===== config.mk =====
export PLATFORM = sky130hd
export DESIGN_NAME = egress_drain_arbiter
export DESIGN_NICKNAME = d
export VERILOG_FILES = /design/src/rtl/egress_defs_pkg.sv /design/src/rtl/rr_arbiter_4.sv /design/src/rtl/egress_drain_arbiter.sv
export SDC_FILE = /design/constraint.sdc
export NUM_CORES = 1
export LEC_CHECK = 0
export ABC_CLOCK_PERIOD_IN_PS = 4870
export BUFFER_PORTS_ARGS = -buffer_cell sky130_fd_sc_hd__buf_2
export CORE_ASPECT_RATIO = 0.5
export CORE_UTILIZATION = 50
export DETAILED_ROUTE_END_ITERATION = 8
export GPL_TIMING_DRIVEN = 0
export PLACE_DENSITY = 0.86
export SLEW_MARGIN = 20
export SYNTH_ARGS = -nofsm -noshare
export SYNTH_HDL_FRONTEND = slang
export SYNTH_SLANG_ARGS = --single-unit

===== constraint.sdc =====
create_clock -name clk -period 4.87 [get_ports clk]
set_input_delay 0.2435 -clock clk [delete_from_list [all_inputs] [get_ports clk]]
set_output_delay 0.2435 -clock clk [all_outputs]
set_load 0.1 [all_outputs]

===== src/rtl/egress_defs_pkg.sv =====
// Shared definitions for the egress drain arbiter: word/counter widths,
// port-index width and the drain FSM state encoding.
package egress_defs_pkg;

    localparam int DATA_W = 10;   // [9:8] class, [7:0] payload, passed through untouched
    localparam int CNT_W  = 5;    // per-port drained-word counter width (wraps)
    localparam int NPORT  = 4;    // output FIFOs 4..7
    localparam int PORT_W = 2;    // source-port index width

    typedef enum logic [1:0] {
        S_IDLE = 2'd0,
        S_POP  = 2'd1,
        S_CAP  = 2'd2,
        S_HOLD = 2'd3
    } state_t;

endpackage


===== src/rtl/rr_arbiter_4.sv =====
// Four-way rotating-priority arbiter, purely combinational.
// The request at index ptr has highest priority, then ptr+1, ptr+2, ptr+3 (mod 4).
module rr_arbiter_4
    import egress_defs_pkg::*;
(
    input  logic [NPORT-1:0]  req,
    input  logic [PORT_W-1:0] ptr,
    output logic [PORT_W-1:0] grant,
    output logic              grant_valid
);

    logic [PORT_W-1:0] sel    [NPORT];
    logic [NPORT-1:0]  rot;
    logic [PORT_W-1:0] offset;

    // Rotate the request vector so bit 0 is the port at the pointer.
    for (genvar gi = 0; gi < NPORT; gi++) begin : g_rot
        assign sel[gi] = ptr + PORT_W'(gi);
        assign rot[gi] = req[sel[gi]];
    end

    // Lowest set bit of the rotated vector is the winning distance from the pointer.
    always_comb begin
        offset = '0;
        for (int i = NPORT - 1; i >= 0; i--) begin
            if (rot[i]) offset = PORT_W'(i);
        end
    end

    assign grant       = ptr + offset;
    assign grant_valid = |req;

endmodule


===== src/rtl/egress_drain_arbiter.sv =====
// Egress drain arbiter: pops output FIFOs 4..7 round-robin, one word in
// flight at a time, and presents each word on a valid/ready stream tagged
// with its source port.
// Optional build macro EGRESS_COUNTERS_EN adds per-port drained-word
// counters and the idx/req query port; without it cnt_valid/cnt_out are 0.
module egress_drain_arbiter
    import egress_defs_pkg::*;
(
    input  logic              clk,
    input  logic              reset,
    input  logic              enable,
    input  logic [NPORT-1:0]  empty_in,
    input  logic [DATA_W-1:0] fifo_data_in0,
    input  logic [DATA_W-1:0] fifo_data_in1,
    input  logic [DATA_W-1:0] fifo_data_in2,
    input  logic [DATA_W-1:0] fifo_data_in3,
    output logic              pop4,
    output logic              pop5,
    output logic              pop6,
    output logic              pop7,
    output logic [DATA_W-1:0] data_out,
    output logic [PORT_W-1:0] port_out,
    output logic              valid_out,
    input  logic              ready_in,
    input  logic [PORT_W-1:0] idx,
    input  logic              req,
    output logic              cnt_valid,
    output logic [CNT_W-1:0]  cnt_out
);

    state_t            state_reg;
    logic [PORT_W-1:0] grant_reg;
    logic [PORT_W-1:0] rr_ptr_reg;
    logic [NPORT-1:0]  pop_reg;
    logic [DATA_W-1:0] data_reg;
    logic [PORT_W-1:0] port_reg;
    logic              valid_reg;

    logic [PORT_W-1:0] arb_grant;
    logic              arb_valid;
    logic [DATA_W-1:0] fifo_word [NPORT];
    logic              accept;

    assign fifo_word[0] = fifo_data_in0;
    assign fifo_word[1] = fifo_data_in1;
    assign fifo_word[2] = fifo_data_in2;
    assign fifo_word[3] = fifo_data_in3;

    // A word leaves the stage on the handshake edge in S_HOLD.
    assign accept = (state_reg == S_HOLD) && valid_reg && ready_in;

    rr_arbiter_4 u_arb (
        .req         (~empty_in),
        .ptr         (rr_ptr_reg),
        .grant       (arb_grant),
        .grant_valid (arb_valid)
    );

    // Drain FSM: grant, pop for one cycle, capture the FIFO word, hold until accepted.
    always_ff @(posedge clk or negedge reset) begin
        if (!reset) begin
            state_reg  <= S_IDLE;
            grant_reg  <= '0;
            rr_ptr_reg <= '0;
            pop_reg    <= '0;
            data_reg   <= '0;
            port_reg   <= '0;
            valid_reg  <= 1'b0;
        end else begin
            case (state_reg)
                S_IDLE: begin
                    if (enable && arb_valid) begin
                        grant_reg <= arb_grant;
                        pop_reg   <= NPORT'(1) << arb_grant;
                        state_reg <= S_POP;
                    end
                end
                S_POP: begin
                    pop_reg   <= '0;
                    state_reg <= S_CAP;
                end
                S_CAP: begin
                    // FIFO read data is valid the cycle after its pop.
                    data_reg  <= fifo_word[grant_reg];
                    port_reg  <= grant_reg;
                    valid_reg <= 1'b1;
                    state_reg <= S_HOLD;
                end
                S_HOLD: begin
                    if (accept) begin
                        valid_reg  <= 1'b0;
                        rr_ptr_reg <= grant_reg + PORT_W'(1);
                        state_reg  <= S_IDLE;
                    end
                end
                default: state_reg <= S_IDLE;
            endcase
        end
    end

    assign pop4      = pop_reg[0];
    assign pop5      = pop_reg[1];
    assign pop6      = pop_reg[2];
    assign pop7      = pop_reg[3];
    assign data_out  = data_reg;
    assign port_out  = port_reg;
    assign valid_out = valid_reg;

`ifdef EGRESS_COUNTERS_EN
    logic [CNT_W-1:0] cnt_reg [NPORT];
    logic             cnt_valid_reg;
    logic [CNT_W-1:0] cnt_out_reg;

    // Per-port drained-word counters; wrap naturally at 2^CNT_W.
    always_ff @(posedge clk or negedge reset) begin
        if (!reset) begin
            for (int i = 0; i < NPORT; i++) cnt_reg[i] <= '0;
        end else if (accept) begin
            cnt_reg[grant_reg] <= cnt_reg[grant_reg] + CNT_W'(1);
        end
    end

    // Query response one cycle after req; same-cycle increment shows the old value.
    always_ff @(posedge clk or negedge reset) begin
        if (!reset) begin
            cnt_valid_reg <= 1'b0;
            cnt_out_reg   <= '0;
        end else begin
            cnt_valid_reg <= req;
            if (req) cnt_out_reg <= cnt_reg[idx];
        end
    end

    assign cnt_valid = cnt_valid_reg;
    assign cnt_out   = cnt_out_reg;
`else
    // Query port is inert when counters are not built.
    logic unused_query;
    assign unused_query = ^{idx, req};
    assign cnt_valid    = 1'b0;
    assign cnt_out      = '0;
`endif

endmodule


==> Word level (Yosys, flattened, before mapping) <==
Index checks and enable logic that the tools add are counted.
{ "classes": {"add_sub_neg": 5, "n_lt_le_gt_ge": 5, "n_eq_ne": 5, "shift": 1, "mux": 22, "bitwise_logic": 2, "reduce_logical": 12} }
{ "ops": {"columns": ["op", "n"], "rows": [
  ["binary-select mux 10 bit (select 2 bit)", 1],
  ["two-way mux 10 bit", 2],
  ["less-than comparator 2 x 3 -> 1 bit (second input constant)", 4],
  ["two-way mux 2 bit", 6],
  ["AND reduction 2 bit", 5],
  ["binary-select mux 1 bit (select 2 bit)", 4],
  ["one-hot mux 2 bit (4 select lines)", 1],
  ["one-hot mux 4 bit (2 select lines)", 1],
  ["two-way mux 1 bit", 5],
  ["adder 2 x 1 -> 2 bit (second input constant)", 2],
  ["adder 2 bit (second input constant)", 2],
  ["equality test 2 bit (second input constant)", 2],
  ["two-way mux 4 bit", 1],
  ["inequality test 2 bit (second input constant)", 2],
  ["NOT 4 bit", 1],
  ["nonzero test 2 bit", 2],
  ["OR reduction 4 bit", 1],
  ["<< shifter 1 x 2 -> 4 bit (first input constant)", 1],
  ["greater-or-equal comparator 3 bit (second input constant)", 1],
  ["logical AND 1 bit", 3],
  ["NOT 2 -> 3 bit", 1],
  ["adder 2 bit", 1],
  ["equality test 2 x 1 -> 1 bit (second input constant)", 1],
  ["zero test 2 bit", 1],
  ["one-hot mux 1 bit (2 select lines)", 1]
]} }
{ "word_totals": {"register_bits": 23, "input_bits": 51, "output_inout_bits": 23, "wordCells": 59} }

==> Longest topological paths before layout <==
Gate-level depths: netlist of the first run.
{ "logic_depth": {"word_depth": 11, "ltp_mapped": 10, "depth_no_buf": 9} }

==> By module <==
From an unflattened synthesis of the first run, not the netlist that was laid out.
{ "unflattened": {"cells_unflattened": 159, "hier_area_um2": 1536.5} }
{ "modules_own_cells": {"columns": ["mod", "instances", "cells_per_inst", "area_each_um2", "seq_area_each_um2"], "rows": [
  ["egress_drain_arbiter", 1, 132, 1355.0, 575.6],
  ["rr_arbiter_4", 1, 27, 181.4, 0.0]
]} }

==> Worst setup path before layout of the first run <==
Ideal clock, no wire load.
{ "synth_path": {"path_kind": "register -> register", "start": "register rr_ptr_reg[1]", "end": "register pop_reg[3]", "setup_ns": 0.087, "arrival_time_ns": 1.844, "required_ns": 4.783, "slack_ns": 2.939, "stages_incl_launch_ff": 10, "path_buffers": 1, "synth_period_minus_slack_ns": 1.931, "cell_sequence": "dfrtp_1 > buf_2 > a22o_1 > a22oi_1 > a22oi_1 > ha_1 > xnor2_1 > nor2b_1 > o311ai_1 > o211ai_1"} }
{ "synth_between": {"elab_chain_cells": 11, "elab_cells_between_ends": 19, "cone_classes": "add/sub (4); shift (1); mux (14)"} }
{ "synth_lines": {"columns": ["item", "line_no", "source"], "rows": [
  ["from (decl)", "egress_drain_arbiter.sv:33", "logic [PORT_W-1:0] rr_ptr_reg;"],
  ["from (signal assigned)", "egress_drain_arbiter.sv:92", "rr_ptr_reg <= grant_reg + PORT_W'(1);"],
  ["adder 2 bit", "rr_arbiter_4.sv:18", "assign sel[gi] = ptr + PORT_W'(gi);"],
  ["binary-select mux 1 bit (select 2 bit)", "rr_arbiter_4.sv:19", "assign rot[gi] = req[sel[gi]];"],
  ["two-way mux 1 bit (implied by the code)", "rr_arbiter_4.sv:19", null],
  ["two-way mux 2 bit (4 in series)", "rr_arbiter_4.sv:26", "if (rot[i]) offset = PORT_W'(i);"],
  ["adder 2 bit *", "rr_arbiter_4.sv:30", "assign grant = ptr + offset;"],
  ["<< shifter 1 x 2 -> 4 bit *", "egress_drain_arbiter.sv:74", "pop_reg <= NPORT'(1) << arb_grant;"],
  ["two-way mux 4 bit *", "egress_drain_arbiter.sv:72", "if (enable && arb_valid) begin"],
  ["one-hot mux 4 bit (2 select lines) *", "egress_drain_arbiter.sv:70", "case (state_reg)"],
  ["to (signal assigned)", "egress_drain_arbiter.sv:74", null],
  ["to (decl)", "egress_drain_arbiter.sv:34", "logic [NPORT-1:0] pop_reg;"]
]} }
Every way passes the cells marked *; elsewhere a longest branch is shown, timed or not. The select of a mux whose other input is x is not followed.
A chain may end at the register's enable or synchronous reset.

==> Worst setup path after layout of the first run <==
Same ends and word-level chain as after synthesis.

==> results of run 1 <==
==> layer usage <==
layer	global-route usage, %	wire length [um]	up-vias
li1	-	-	660
met5	0	0	-
met4	10.2	71	0
met2	41.5	1880	38
met1	27.5	1470	670
met3	4.13	146	9
==> stage by stage <==
stage	instances	hold WS (ns)	worst slack [ns]
2_1_floorplan	144	-0.0521	2.94
3_3_place_gp	247	0.233	2.77
3_5_place_dp	247	0.249	2.71
4_1_cts	252	0.182	2.69
5_1_grt	252	0.197	2.39
6_report	252	0.187	2.64
==> power by group through the flow <==
stage / clock network (uW) / registers (uW) / logic, uW
6_report: 118 / 342 / 1140
5_1_grt: 128 / 355 / 1210
4_1_cts: 122 / 343 / 1150
3_5_place_dp: 0 / 347 / 1140
3_3_place_gp: 0 / 340 / 1110
2_1_floorplan: 0 / 814 / 483
==> placed cells by master (no fill, tap or decap), drive strengths merged <==
cell type	n
o21a	1
a21oi	4
nor3	2
nand4	1
and4	2
nor2b	3
nand3	3
ha	6
o211ai	4
dfrtp	23
and2	1
o22ai	1
and3	2
inv	6
a32oi	1
a2bb2oi	1
dlygate4sd3	1
a22oi	2
clkbuf	4
mux2i	2
xnor2	2
o2111ai	1
nor2	5
nor3b	2
o311ai	5
mux4	10
or2	1
o21ai	6
a22o	1
mux2	14
buf	76
conb	6
nand2	13
==> final cells by class <==
class	count	area, um^2
fillers	245	991
multi-input cells	102	931
inverters	6	22.5
plain buffers	13	108
repair buffers	64	325
well taps	40	50.0
clock buffers	4	45.0
flip-flops and latches	23	576
==> worst max-delay path, stage by stage (launching register included) <==
cell,delay (ns)
sky130_fd_sc_hd__dfrtp_1,0.36
sky130_fd_sc_hd__buf_2,0.17
sky130_fd_sc_hd__a22o_1,0.24
sky130_fd_sc_hd__a22oi_1,0.18
sky130_fd_sc_hd__a22oi_1,0.10
sky130_fd_sc_hd__ha_1,0.21
sky130_fd_sc_hd__xnor2_1,0.27
sky130_fd_sc_hd__nor2b_1,0.33
sky130_fd_sc_hd__o311ai_1,0.17
sky130_fd_sc_hd__o211ai_1,0.12
==> path summary, 6_finish.rpt <==
| path | start | to | slack, ns |
|---|---|---|---|
| hold reg to reg | pop_reg[2] | pop_reg[2] | 0.49 |
| setup / recovery | rr_ptr_reg[1] | pop_reg[3] | 2.64 |
| min in group asynchronous | reset | data_out[7] | 0.48 |
| setup reg to reg | rr_ptr_reg[1] | pop_reg[3] | 2.64 |
| max in group asynchronous | reset | pop_reg[2] | 4.05 |
| hold / removal | ready_in | valid_out | 0.19 |
==> kinds of logic after synthesis <==
kind of cell,Yosys count,synth area share (%)
and+or+nand+nor,35,11.6
AOI/OAI and AO/OA,27,11.6
adders and majority gates,6,4.64
muxes,26,27.2
buffers and inverters,19,8.04
other,1,0.232
xor gates and xnor gates,2,1.08
DFF,23,35.6
==> impl_table.tex, run 1 <==
\begin{tabular}{lr}
\hline
Metric & Value \\
\hline
\multicolumn{2}{l}{\textbf{GRT}} \\
\quad Aggregate global routing overflow & 0 \\
\quad Pin count of the biggest net entering global routing & 24 \\
\quad Vias in the first global route & 1395 \\
\quad Antenna violations before repair & 0 \\
\quad Global-route usage over all layers & 23.3\% \\
\quad First-pass GRT wire length & about 6000 um \\
\multicolumn{2}{l}{\textbf{Finish}} \\
\quad NumNets Final & 270 \\
\quad Number of flip-flops in the largest register & 10 \\
\quad Area delta synth->final & 27.1\% \\
\quad Final Core Density & between 60\% and 70\% \\
\quad Share of final-layout standard cells stronger than drive strength 1 & 48.1\% \\
\quad Diodes inserted & 0 \\
\quad Final instance area & 2060 um\^{}2 \\
\multicolumn{2}{l}{\textbf{Timing}} \\
\quad Slew headroom & approximately two thirds \\
\quad Hold Vio Cnt, Final & 0 \\
\quad Slew of the pin with the lowest slew margin & slightly above 0.5 ns \\
\quad RSZ-0062 raised after global routing & no \\
\quad Worst Skew & about 0.00084 ns \\
\quad Final-layout setup total negative slack & 0 ns \\
\quad Post-route minimum period & roughly 2.2 ns \\
\quad Final cycle utilization of the critical path & 45.7\% \\
\quad Fmax & approximately 450 MHz \\
\quad Final max-slew violation count & 0 \\
\quad Setup violators final & 0 \\
\multicolumn{2}{l}{\textbf{Floorplan}} \\
\quad Site row count & 14 \\
\quad Die width & $\sim$80 um \\
\quad I/O pins & between 70 and 80 \\
\quad Starting Density & roughly 53\% \\
\quad Core footprint & a little over 3000 um\^{}2 \\
\quad Vertical die dimension & approximately 42 um \\
\quad DIE AREA & 3480 um\^{}2 \\
\multicolumn{2}{l}{\textbf{Clocking}} \\
\quad TritonCTS Sinks & 23 \\
\quad Worst-skew pair later-pin latency & around 0.26 ns \\
\quad Clock buffer count from CTS & 3 \\
\quad Reg clk slew, reported paths & approximately 0.08 ns \\
\quad CTS Root Buffer Type & sky130\_fd\_sc\_hd\_\_clkbuf\_8 \\
\quad Total setup buffers inserted after CTS & 0 \\
\quad Quantity of hold-fixing buffers added after cts & 1 \\
\quad Resize count post-CTS & 0 \\
\quad TritonCTS clock tree & built \\
\quad H-Tree Level Count & 1 \\
\quad Number of buffers on the longest clock path & 2 \\
\multicolumn{2}{l}{\textbf{Placement}} \\
\quad Port Buffer Count & 63 \\
\quad Routability-driven placement congestion ratio & 0.820 \\
\quad HPWL after detailed placement & about 2900 um \\
\quad Placed inst area & about 2000 um\^{}2 \\
\multicolumn{2}{l}{\textbf{Synthesis}} \\
\quad Flip-flop and latch count after synthesis & 23 \\
\quad Fraction of the yosys area taken by sequential cells & 35.6\% \\
\quad Post-synth top area share & 35.6\% \\
\quad Primary FF master, synth & sky130\_fd\_sc\_hd\_\_dfrtp\_1 \\
\quad Synthesized area per cell & 11.6 um\^{}2 \\
\quad Post-synth top area cell & sky130\_fd\_sc\_hd\_\_dfrtp\_1 \\
\quad Combined area of all synthesized cells & 1620 um\^{}2 \\
\quad Post-Syn Instances & approximately 140 \\
\quad Warnings from Yosys & 0 \\
\quad Number of flops mapped to enable cells by yosys & 0 \\
\quad Synth area leaders & sky130\_fd\_sc\_hd\_\_dfrtp\_1, sky130\_fd\_sc\_hd\_\_mux4\_2, sky130\_fd\_sc\_hd\_\_mux4\_1 \\
\quad Most numerous cell types in the synthesized netlist & sky130\_fd\_sc\_hd\_\_dfrtp\_1, sky130\_fd\_sc\_hd\_\_nand2\_1, sky130\_fd\_sc\_hd\_\_mux2\_2 \\
\quad Top-count cell post-synth & sky130\_fd\_sc\_hd\_\_dfrtp\_1 \\
\quad Share of flip-flops with an asynchronous set or reset & 100\% \\
\quad Number of unique standard cell types used by synthesis & 40 \\
\multicolumn{2}{l}{\textbf{Worst setup path}} \\
\quad Data arrival time of the worst path & $\sim$2.4 ns \\
\quad Type of origin of the critical path & flop \\
\quad Worst R2R Path Depth & 9 \\
\quad Type of destination of the critical path & flop \\
\quad Crit path max fanout & 9 \\
\quad Required time of the worst setup path & 5.06 ns \\
\quad Critical path class & flop to flop \\
\multicolumn{2}{l}{\textbf{Route}} \\
\quad Via Count & about 1.4k \\
\quad Final routed wirelength across all metal layers & approximately 3600 um \\
\quad Via count normalized by instance count & 5.46 \\
\quad WL per Instance & roughly 14 um \\
\quad Number of DRC markers after the initial detailed-route iteration & between 40 and 50 \\
\quad Number of routed nets with antenna violations & 0 \\
\quad DRC & 0 \\
\quad DRT Pass-1 Iters & 4 \\
\multicolumn{2}{l}{\textbf{Pwr}} \\
\quad Combinational power share & between 70\% and 80\% \\
\quad Sw frac & $\sim$57\% \\
\quad Sequential cell fraction of total power & a little over a fifth \\
\quad Share of power burned in the clock network & $\sim$7.4\% \\
\quad Total power & about 1600 uW \\
\quad IR drop worst, VDD & roughly 0.63 mV \\
\quad Design internal power & slightly below 700 uW \\
\quad Sw Pwr & 908 uW \\
\quad Power Density & around 780 nW/um\^{}2 \\
\quad Cell leakage power & about 0.0010 uW \\
\multicolumn{2}{l}{\textbf{Status}} \\
\quad Run status & completed \\
\multicolumn{2}{l}{\textbf{Hold path}} \\
\quad Hold depth & 2 \\
\quad Type of the tightest min-delay check & input pin to flop \\
\multicolumn{2}{l}{\textbf{Flow run}} \\
\quad Max-cap violations & 0 \\
\hline
\end{tabular}
Power figures use the tool's default switching activity.
==> run 2: changes to the inputs <==
--- a/config.mk
+++ b/config.mk
@@ -5,13 +5,13 @@
 export SDC_FILE = /design/constraint.sdc
 export NUM_CORES = 1
 export LEC_CHECK = 0
-export ABC_CLOCK_PERIOD_IN_PS = 4870
+export ABC_CLOCK_PERIOD_IN_PS = 2300
 export BUFFER_PORTS_ARGS = -buffer_cell sky130_fd_sc_hd__buf_2
 export CORE_ASPECT_RATIO = 0.5
-export CORE_UTILIZATION = 50
+export CORE_UTILIZATION = 47
 export DETAILED_ROUTE_END_ITERATION = 8
 export GPL_TIMING_DRIVEN = 0
-export PLACE_DENSITY = 0.86
+export PLACE_DENSITY = 0.81
 export SLEW_MARGIN = 20
 export SYNTH_ARGS = -nofsm -noshare
 export SYNTH_HDL_FRONTEND = slang
==> constraint.sdc (replaced) <==
create_clock -name clk -period 2.3 [get_ports clk]
set_input_delay 0.115 -clock clk [delete_from_list [all_inputs] [get_ports clk]]
set_output_delay 0.115 -clock clk [all_outputs]
set_load 0.1 [all_outputs]
==> impl_table.tex, run 2 (synthesis results as in run 1) <==
\begin{tabular}{lr}
\hline
Metric & Value \\
\hline
\multicolumn{2}{l}{\textbf{Worst setup path}} \\
\quad Type of origin of the critical path & flop (unchanged) \\
\quad Slowest stage delay, CP & 0.36 ns (about the same) \\
\quad Crit path max fanout & 9 (unchanged) \\
\quad Register-to-register path setup slack & 0.22 ns (was 2.64 ns) \\
\quad Required time of the worst setup path & 2.49 ns (was 5.06 ns) \\
\quad Data arrival time of the worst path & 2.27 ns (was 2.42 ns) \\
\quad Cell mode on critical path & sky130\_fd\_sc\_hd\_\_a22oi\_1 (unchanged) \\
\quad Critical path class & flop to flop (unchanged) \\
\quad Type of destination of the critical path & flop (unchanged) \\
\quad Critical path buffers and inverters & 1 (unchanged) \\
\quad Crit-path cells & buf\_2 -> a22o\_1 -> a22oi\_1 -> a22oi\_1 -> ha\_1 -> xnor2\_1 -> nor2b\_4 -> o311ai\_1 -> o211ai\_1 (was buf\_2 -> a22o\_1 -> a22oi\_1 -> a22oi\_1 -> ha\_1 -> xnor2\_1 -> nor2b\_1 -> o311ai\_1 -> o211ai\_1) \\
\quad CP delay by family, top & compound AO/OA/AOI/OAI gates (unchanged) \\
\quad Library cell contributing the largest single delay on the critical path & sky130\_fd\_sc\_hd\_\_dfrtp\_1 (unchanged) \\
\multicolumn{2}{l}{\textbf{Clocking}} \\
\quad CTS Root Buffer Type & sky130\_fd\_sc\_hd\_\_clkbuf\_8 (unchanged) \\
\quad Reg clk slew, reported paths & 0.08 ns (about the same) \\
\quad H-Tree Level Count & 1 (unchanged) \\
\quad TritonCTS Sinks & 23 (unchanged) \\
\quad Number of buffers on the longest clock path & 2 (unchanged) \\
\quad TritonCTS clock tree & built (unchanged) \\
\quad Clock buffer count from CTS & 3 (unchanged) \\
\quad Worst-skew pair later-pin latency & 0.27 ns (was 0.26 ns) \\
\multicolumn{2}{l}{\textbf{Route}} \\
\quad Number of DRC markers after the initial detailed-route iteration & 59 (was 48) \\
\quad DRT Pass-1 Iters & 9 (was 4) \\
\quad Number of routed nets with antenna violations & 0 (unchanged) \\
\quad Via count normalized by instance count & 5.37 (was 5.46) \\
\quad DRC & 7 (was 0) \\
\quad Final routed wirelength across all metal layers & 3370 um (was 3570 um) \\
\quad Via Count & 1352 (was 1377) \\
\quad WL per Instance & 13.4 um (was 14.2 um) \\
\multicolumn{2}{l}{\textbf{GRT}} \\
\quad Antenna violations before repair & 0 (unchanged) \\
\quad Vias in the first global route & 1205 (was 1395) \\
\quad First-pass GRT wire length & 5510 um (was 6030 um) \\
\quad Aggregate global routing overflow & 0 (unchanged) \\
\quad Pin count of the biggest net entering global routing & 24 (unchanged) \\
\quad Global-route usage over all layers & 19.8\% (was 23.3\%) \\
\multicolumn{2}{l}{\textbf{Hold path}} \\
\quad Type of the tightest min-delay check & input pin to flop (unchanged) \\
\multicolumn{2}{l}{\textbf{Finish}} \\
\quad NumNets Final & 270 (unchanged) \\
\quad Area delta synth->final & 27.6\% (was 27.1\%) \\
\quad Diodes inserted & 0 (unchanged) \\
\quad Highest-count cells in the layout ignoring fill and taps & sky130\_fd\_sc\_hd\_\_buf\_2, sky130\_fd\_sc\_hd\_\_dfrtp\_1, sky130\_fd\_sc\_hd\_\_nand2\_1, sky130\_fd\_sc\_hd\_\_mux2\_2 (unchanged) \\
\quad Number of flip-flops in the largest register & 10 (unchanged) \\
\quad Share of final-layout standard cells stronger than drive strength 1 & 48.6\% (was 48.1\%) \\
\quad Non-Filler Instances & 252 (unchanged) \\
\quad Leading cell type in the layout, fill and taps excluded & sky130\_fd\_sc\_hd\_\_buf\_2 (unchanged) \\
\multicolumn{2}{l}{\textbf{Placement}} \\
\quad Port Buffer Count & 63 (unchanged) \\
\quad HPWL after detailed placement & 2630 um (was 2850 um) \\
\quad Routability-driven placement congestion ratio & 0.851 (was 0.820) \\
\quad Worst setup timing slack at the placement stage & 0.172 ns (was 2.71 ns) \\
\quad Post-placement cell count & 247 (unchanged) \\
\multicolumn{2}{l}{\textbf{Pwr}} \\
\quad Design internal power & 1490 uW (was 696 uW) \\
\quad Power Density & 1650 nW/um\^{}2 (was 780 nW/um\^{}2) \\
\quad Combinational power share & 71.3\% (about the same) \\
\quad Sw frac & 56.2\% (was 56.6\%) \\
\quad Sequential cell fraction of total power & 21.2\% (was 21.3\%) \\
\quad Sw Pwr & 1910 uW (was 908 uW) \\
\quad IR drop worst, VDD & 0.518 mV (was 0.633 mV) \\
\quad Cell leakage power & 0.00104 uW (about the same) \\
\quad Share of power burned in the clock network & 7.4\% (about the same) \\
\quad Total power & 3400 uW (was 1600 uW) \\
\multicolumn{2}{l}{\textbf{Timing}} \\
\quad Post-route minimum period & 2.08 ns (was 2.23 ns) \\
\quad Final cycle utilization of the critical path & 90.3\% (was 45.7\%) \\
\quad Final max-slew violation count & 0 (unchanged) \\
\quad Fmax & 481 MHz (was 449 MHz) \\
\quad Final-layout setup total negative slack & 0 ns (unchanged) \\
\quad Worst Skew & 0.00537 ns (was 0.000844 ns) \\
\quad Hold Vio Cnt, Final & 0 (unchanged) \\
\quad Final setup margin & 0.223 ns (was 2.64 ns) \\
\quad RSZ-0062 raised after global routing & no (unchanged) \\
\quad Setup violators final & 0 (unchanged) \\
\multicolumn{2}{l}{\textbf{Floorplan}} \\
\quad DIE AREA & 3690 um\^{}2 (was 3480 um\^{}2) \\
\quad Core footprint & 3140 um\^{}2 (was 3050 um\^{}2) \\
\quad Vertical die dimension & 43.5 um (was 42.2 um) \\
\quad Site row count & 14 (unchanged) \\
\quad Starting Density & 51.6\% (was 53.1\%) \\
\quad Die width & 85.0 um (was 82.4 um) \\
\quad I/O pins & 74 (unchanged) \\
\multicolumn{2}{l}{\textbf{Status}} \\
\quad Run status & complete, but fails checks (was completed) \\
\quad Violations in the final reports & DRC \\
\multicolumn{2}{l}{\textbf{Flow run}} \\
\quad Max-cap violations & 0 (unchanged) \\
\hline
\end{tabular}
-- run 2: worst paths after layout --
check,start,endpoint,cells after the start
max in group asynchronous,reset,data_out[9],2
min,ready_in,valid_out,2
max,rr_ptr_reg[1],pop_reg[3],9
min in group asynchronous,reset,pop_reg[2],2
min reg2reg,data_out[4],data_out[4],1
max reg2reg,rr_ptr_reg[1],pop_reg[3],9
-- run 2: what timing repair did --
item | in CTS | in global routing
hold buffers | 1 | 0
buffers inserted | 0 | 0
setup endpoints to repair | 0 | 4
endpoints found under the hold margin | 23 | 0
gates resized for setup | 0 | 2
-- run 2: worst reg2reg max path, delay by kind of cell (launching register included) --
| family | cells | cell delay [ns] |
|---|---|---|
| buf+inv | 1 | 0.17 |
| fa+ha+maj | 1 | 0.20 |
| simple gates | 1 | 0.24 |
| flops | 1 | 0.36 |
| compound gates | 5 | 0.75 |
| xor+xnor | 1 | 0.27 |
-- run 2: layout make-up --
cell class	instances	area, um^2
Fill cell	251	1070
Multi-Input combinational cell	102	938
Sequential cell	23	576
Timing Repair Buffer	64	325
Buffer	13	108
Tap cell	40	50.0
Clock buffer	4	45.0
Inverter	6	22.5
-- run 2: through the flow --
stage | utilization, % | cell area [um^2] | hold WS [ns]
after floorplan | - | 1640 | -0.181
final | 65.8 | 2060 | 0.0572
after detailed placement | 63.8 | 2000 | 0.121
after global placement | 63.8 | 2000 | 0.111
after global routing | 65.8 | 2060 | 0.0685
after CTS | 65.6 | 2060 | 0.0498
-- run 2: layer usage --
layer	share of wire (%)	vias to the layer above	GRT usage, %
met5	0	-	0
li1	-	658	-
met1	42	634	25.6
met2	48	54	32.7
met4	2.0	0	9.49
met3	7.6	6	4.19
-- run 2: power groups by stage --
stage	Combinational, uW	Clock [uW]	Sequential [uW]
2_1_floorplan	1020	0	1720
3_3_place_gp	2360	0	718
3_5_place_dp	2400	0	731
4_1_cts	2410	256	724
5_1_grt	2550	271	754
6_report	2420	252	722
==> run 3: changes to the inputs <==
--- a/config.mk
+++ b/config.mk
@@ -5,13 +5,15 @@
 export SDC_FILE = /design/constraint.sdc
 export NUM_CORES = 1
 export LEC_CHECK = 0
-export ABC_CLOCK_PERIOD_IN_PS = 2300
+export ABC_CLOCK_PERIOD_IN_PS = 2250
 export BUFFER_PORTS_ARGS = -buffer_cell sky130_fd_sc_hd__buf_2
 export CORE_ASPECT_RATIO = 0.5
-export CORE_UTILIZATION = 47
+export CORE_UTILIZATION = 48
+export CTS_BUF_LIST = sky130_fd_sc_hd__clkbuf_8
 export DETAILED_ROUTE_END_ITERATION = 8
+export GPL_ROUTABILITY_DRIVEN = 0
 export GPL_TIMING_DRIVEN = 0
-export PLACE_DENSITY = 0.81
+export PLACE_DENSITY = 0.83
 export SLEW_MARGIN = 20
 export SYNTH_ARGS = -nofsm -noshare
 export SYNTH_HDL_FRONTEND = slang
==> constraint.sdc (replaced) <==
create_clock -name clk -period 2.25 [get_ports clk]
set_input_delay 0.1125 -clock clk [delete_from_list [all_inputs] [get_ports clk]]
set_output_delay 0.1125 -clock clk [all_outputs]
set_load 0.1 [all_outputs]
==> impl_table.tex, run 3 (synthesis results as in run 1) <==
\begin{tabular}{lr}
\hline
Metric & Value \\
\hline
\multicolumn{2}{l}{\textbf{Floorplan}} \\
\quad Vertical die dimension & 43.1 um (was 43.5 um) \\
\quad Core footprint & 3100 um\^{}2 (was 3140 um\^{}2) \\
\quad DIE AREA & 3620 um\^{}2 (was 3690 um\^{}2) \\
\quad Starting Density & 52.2\% (was 51.6\%) \\
\quad Die width & 84.1 um (was 85.0 um) \\
\quad I/O pins & 74 (unchanged) \\
\quad Site row count & 14 (unchanged) \\
\multicolumn{2}{l}{\textbf{Route}} \\
\quad DRC & 10 (was 7) \\
\quad Via count normalized by instance count & 5.43 (was 5.37) \\
\quad DRT Pass-1 Iters & 6 (was 9) \\
\quad Number of DRC markers after the initial detailed-route iteration & 62 (was 59) \\
\quad Number of routed nets with antenna violations & 0 (unchanged) \\
\quad Final routed wirelength across all metal layers & 3750 um (was 3370 um) \\
\quad WL per Instance & 14.7 um (was 13.4 um) \\
\quad Via Count & 1379 (was 1352) \\
\multicolumn{2}{l}{\textbf{Clocking}} \\
\quad Number of buffers on the longest clock path & 2 (unchanged) \\
\quad Worst-skew pair later-pin latency & 0.26 ns (was 0.27 ns) \\
\quad H-Tree Level Count & 1 (unchanged) \\
\quad TritonCTS clock tree & built (unchanged) \\
\quad Reg clk slew, reported paths & 0.08 ns (about the same) \\
\quad TritonCTS Sinks & 23 (unchanged) \\
\quad Clock buffer count from CTS & 3 (unchanged) \\
\quad CTS Root Buffer Type & sky130\_fd\_sc\_hd\_\_clkbuf\_8 (unchanged) \\
\multicolumn{2}{l}{\textbf{GRT}} \\
\quad Aggregate global routing overflow & 0 (unchanged) \\
\quad Pin count of the biggest net entering global routing & 24 (unchanged) \\
\quad Global-route usage over all layers & 22.1\% (was 19.8\%) \\
\quad First-pass GRT wire length & 6120 um (was 5510 um) \\
\quad Vias in the first global route & 1269 (was 1205) \\
\quad Antenna violations before repair & 0 (unchanged) \\
\multicolumn{2}{l}{\textbf{Finish}} \\
\quad NumNets Final & 272 (was 270) \\
\quad Number of flip-flops in the largest register & 10 (unchanged) \\
\quad Area of the multi-input gates & 965 um\^{}2 (was 938 um\^{}2) \\
\quad Diodes inserted & 0 (unchanged) \\
\quad Area delta synth->final & 30.3\% (was 27.6\%) \\
\quad Register cell area after layout & 576 um\^{}2 (unchanged) \\
\quad Share of final-layout standard cells stronger than drive strength 1 & 50.9\% (was 48.6\%) \\
\quad Fill cell instance count of the final layout & 237 (was 251) \\
\quad Leading cell type in the layout, fill and taps excluded & sky130\_fd\_sc\_hd\_\_buf\_2 (unchanged) \\
\quad Highest-count cells in the layout ignoring fill and taps & sky130\_fd\_sc\_hd\_\_buf\_2, sky130\_fd\_sc\_hd\_\_dfrtp\_1, sky130\_fd\_sc\_hd\_\_nand2\_1, sky130\_fd\_sc\_hd\_\_buf\_4, sky130\_fd\_sc\_hd\_\_mux2\_2 (was sky130\_fd\_sc\_hd\_\_buf\_2, sky130\_fd\_sc\_hd\_\_dfrtp\_1, sky130\_fd\_sc\_hd\_\_nand2\_1, sky130\_fd\_sc\_hd\_\_mux2\_2) \\
\multicolumn{2}{l}{\textbf{Timing}} \\
\quad Final hold slack & 0.0601 ns (was 0.0572 ns) \\
\quad Setup violators final & 0 (unchanged) \\
\quad Post-route minimum period & 2.13 ns (was 2.08 ns) \\
\quad Hold Vio Cnt, Final & 0 (unchanged) \\
\quad Worst Skew & 0.00375 ns (was 0.00537 ns) \\
\quad Final max-slew violation count & 0 (unchanged) \\
\quad Slew headroom & 65.3\% \\
\quad Slew of the pin with the lowest slew margin & $\sim$0.52 ns \\
\quad Final cycle utilization of the critical path & 94.5\% (was 90.3\%) \\
\quad Fmax & 470 MHz (was 481 MHz) \\
\multicolumn{2}{l}{\textbf{Worst setup path}} \\
\quad Register-to-register path setup slack & 0.12 ns (was 0.22 ns) \\
\quad Last element of the critical path & pop\_reg[1] (was pop\_reg[3]) \\
\quad Type of destination of the critical path & flop (unchanged) \\
\quad Worst R2R Path Depth & 9 (unchanged) \\
\quad Startpoint of the worst register-to-register path & rr\_ptr\_reg[1] (unchanged) \\
\quad CP startpoint & rr\_ptr\_reg[1] (unchanged) \\
\quad RR Endpoint & pop\_reg[1] (was pop\_reg[3]) \\
\quad Required time of the worst setup path & 2.42 ns (was 2.49 ns) \\
\quad Data arrival time of the worst path & 2.29 ns (was 2.27 ns) \\
\quad Crit path max fanout & 9 (unchanged) \\
\quad Type of origin of the critical path & flop (unchanged) \\
\quad Critical path class & flop to flop (unchanged) \\
\multicolumn{2}{l}{\textbf{Placement}} \\
\quad Port Buffer Count & 63 (unchanged) \\
\quad HPWL after detailed placement & 2790 um (was 2630 um) \\
\multicolumn{2}{l}{\textbf{Status}} \\
\quad Run status & complete, but fails checks (unchanged) \\
\quad Violations in the final reports & DRC (unchanged) \\
\multicolumn{2}{l}{\textbf{Flow run}} \\
\quad Max-cap violations & 0 (unchanged) \\
\multicolumn{2}{l}{\textbf{Hold path}} \\
\quad Type of the tightest min-delay check & input pin to flop (unchanged) \\
\hline
\end{tabular}
==> run 3: cell types whose count changed in the layout (fill, tap and decap cells not counted), sizes merged <==
cell and delta:
clkbuf -1, buf +2, inv +1
==> run 3: metrics by stage <==
step	area (um^2)	setup TNS (ns)	util (%)	worst slack, ns	instances
after floorplan	1640	0	-	0.319	144
final	2110	0	68.0	0.124	254
after global placement	2000	0	64.6	0.149	247
after global routing	2110	-0.00364	68.0	-0.00364	254
after detailed placement	2000	0	64.6	0.0651	247
after CTS	2060	0	66.3	0.0441	252
==> run 3: worst min path at each step <==
stage	start	end	slack, ns	cells after the start
2_1_floorplan	reset	data_out[0]	-0.18	0
3_3_place_gp	reset	pop_reg[0]	0.10	1
3_5_place_dp	reset	pop_reg[2]	0.12	1
4_1_cts	ready_in	valid_out	0.05	2
5_1_grt	ready_in	valid_out	0.04	2
6_report	ready_in	valid_out	0.06	2
==> run 3: critical path: stages, from the launching register on <==
cell	delay (ns)
sky130_fd_sc_hd__dfrtp_1	0.36
sky130_fd_sc_hd__buf_4	0.17
sky130_fd_sc_hd__a22o_1	0.24
sky130_fd_sc_hd__a22oi_2	0.19
sky130_fd_sc_hd__a22oi_2	0.08
sky130_fd_sc_hd__ha_2	0.21
sky130_fd_sc_hd__xnor2_2	0.24
sky130_fd_sc_hd__nor2b_4	0.22
sky130_fd_sc_hd__nand2_1	0.10
sky130_fd_sc_hd__o211ai_1	0.23
==> run 3: layout make-up <==
class                      instances  share of cell area, %
multi-input combinational        102                   45.8
timing repair buffer              66                   16.1
buffer                            13                   5.22
sequential                        23                   27.3
tap                               40                   2.37
clock buffer                       3                   1.96
clock inverter                     1                  0.178
inverter                           6                   1.07
==> run 3: repair_timing <==
action                                 CTS  global route
hold buffers                             1             0
endpoints found under the hold margin   23             0
gates resized for setup                  0             9
setup endpoints to repair                0             4
setup buffers                            0             2
==> run 3: per-layer routing <==
metal	GRT usage, %	part of all wire [%]	vias to the layer above
li1	-	-	666
met1	29.1	44	662
met2	38.4	49	47
met3	4.67	5.2	4
met4	4.48	1.0	0
met5	0	0	-
Power of run 3 is not shown: default switching activity piles up to over one toggle a cycle in this logic, so the estimate is an artifact.
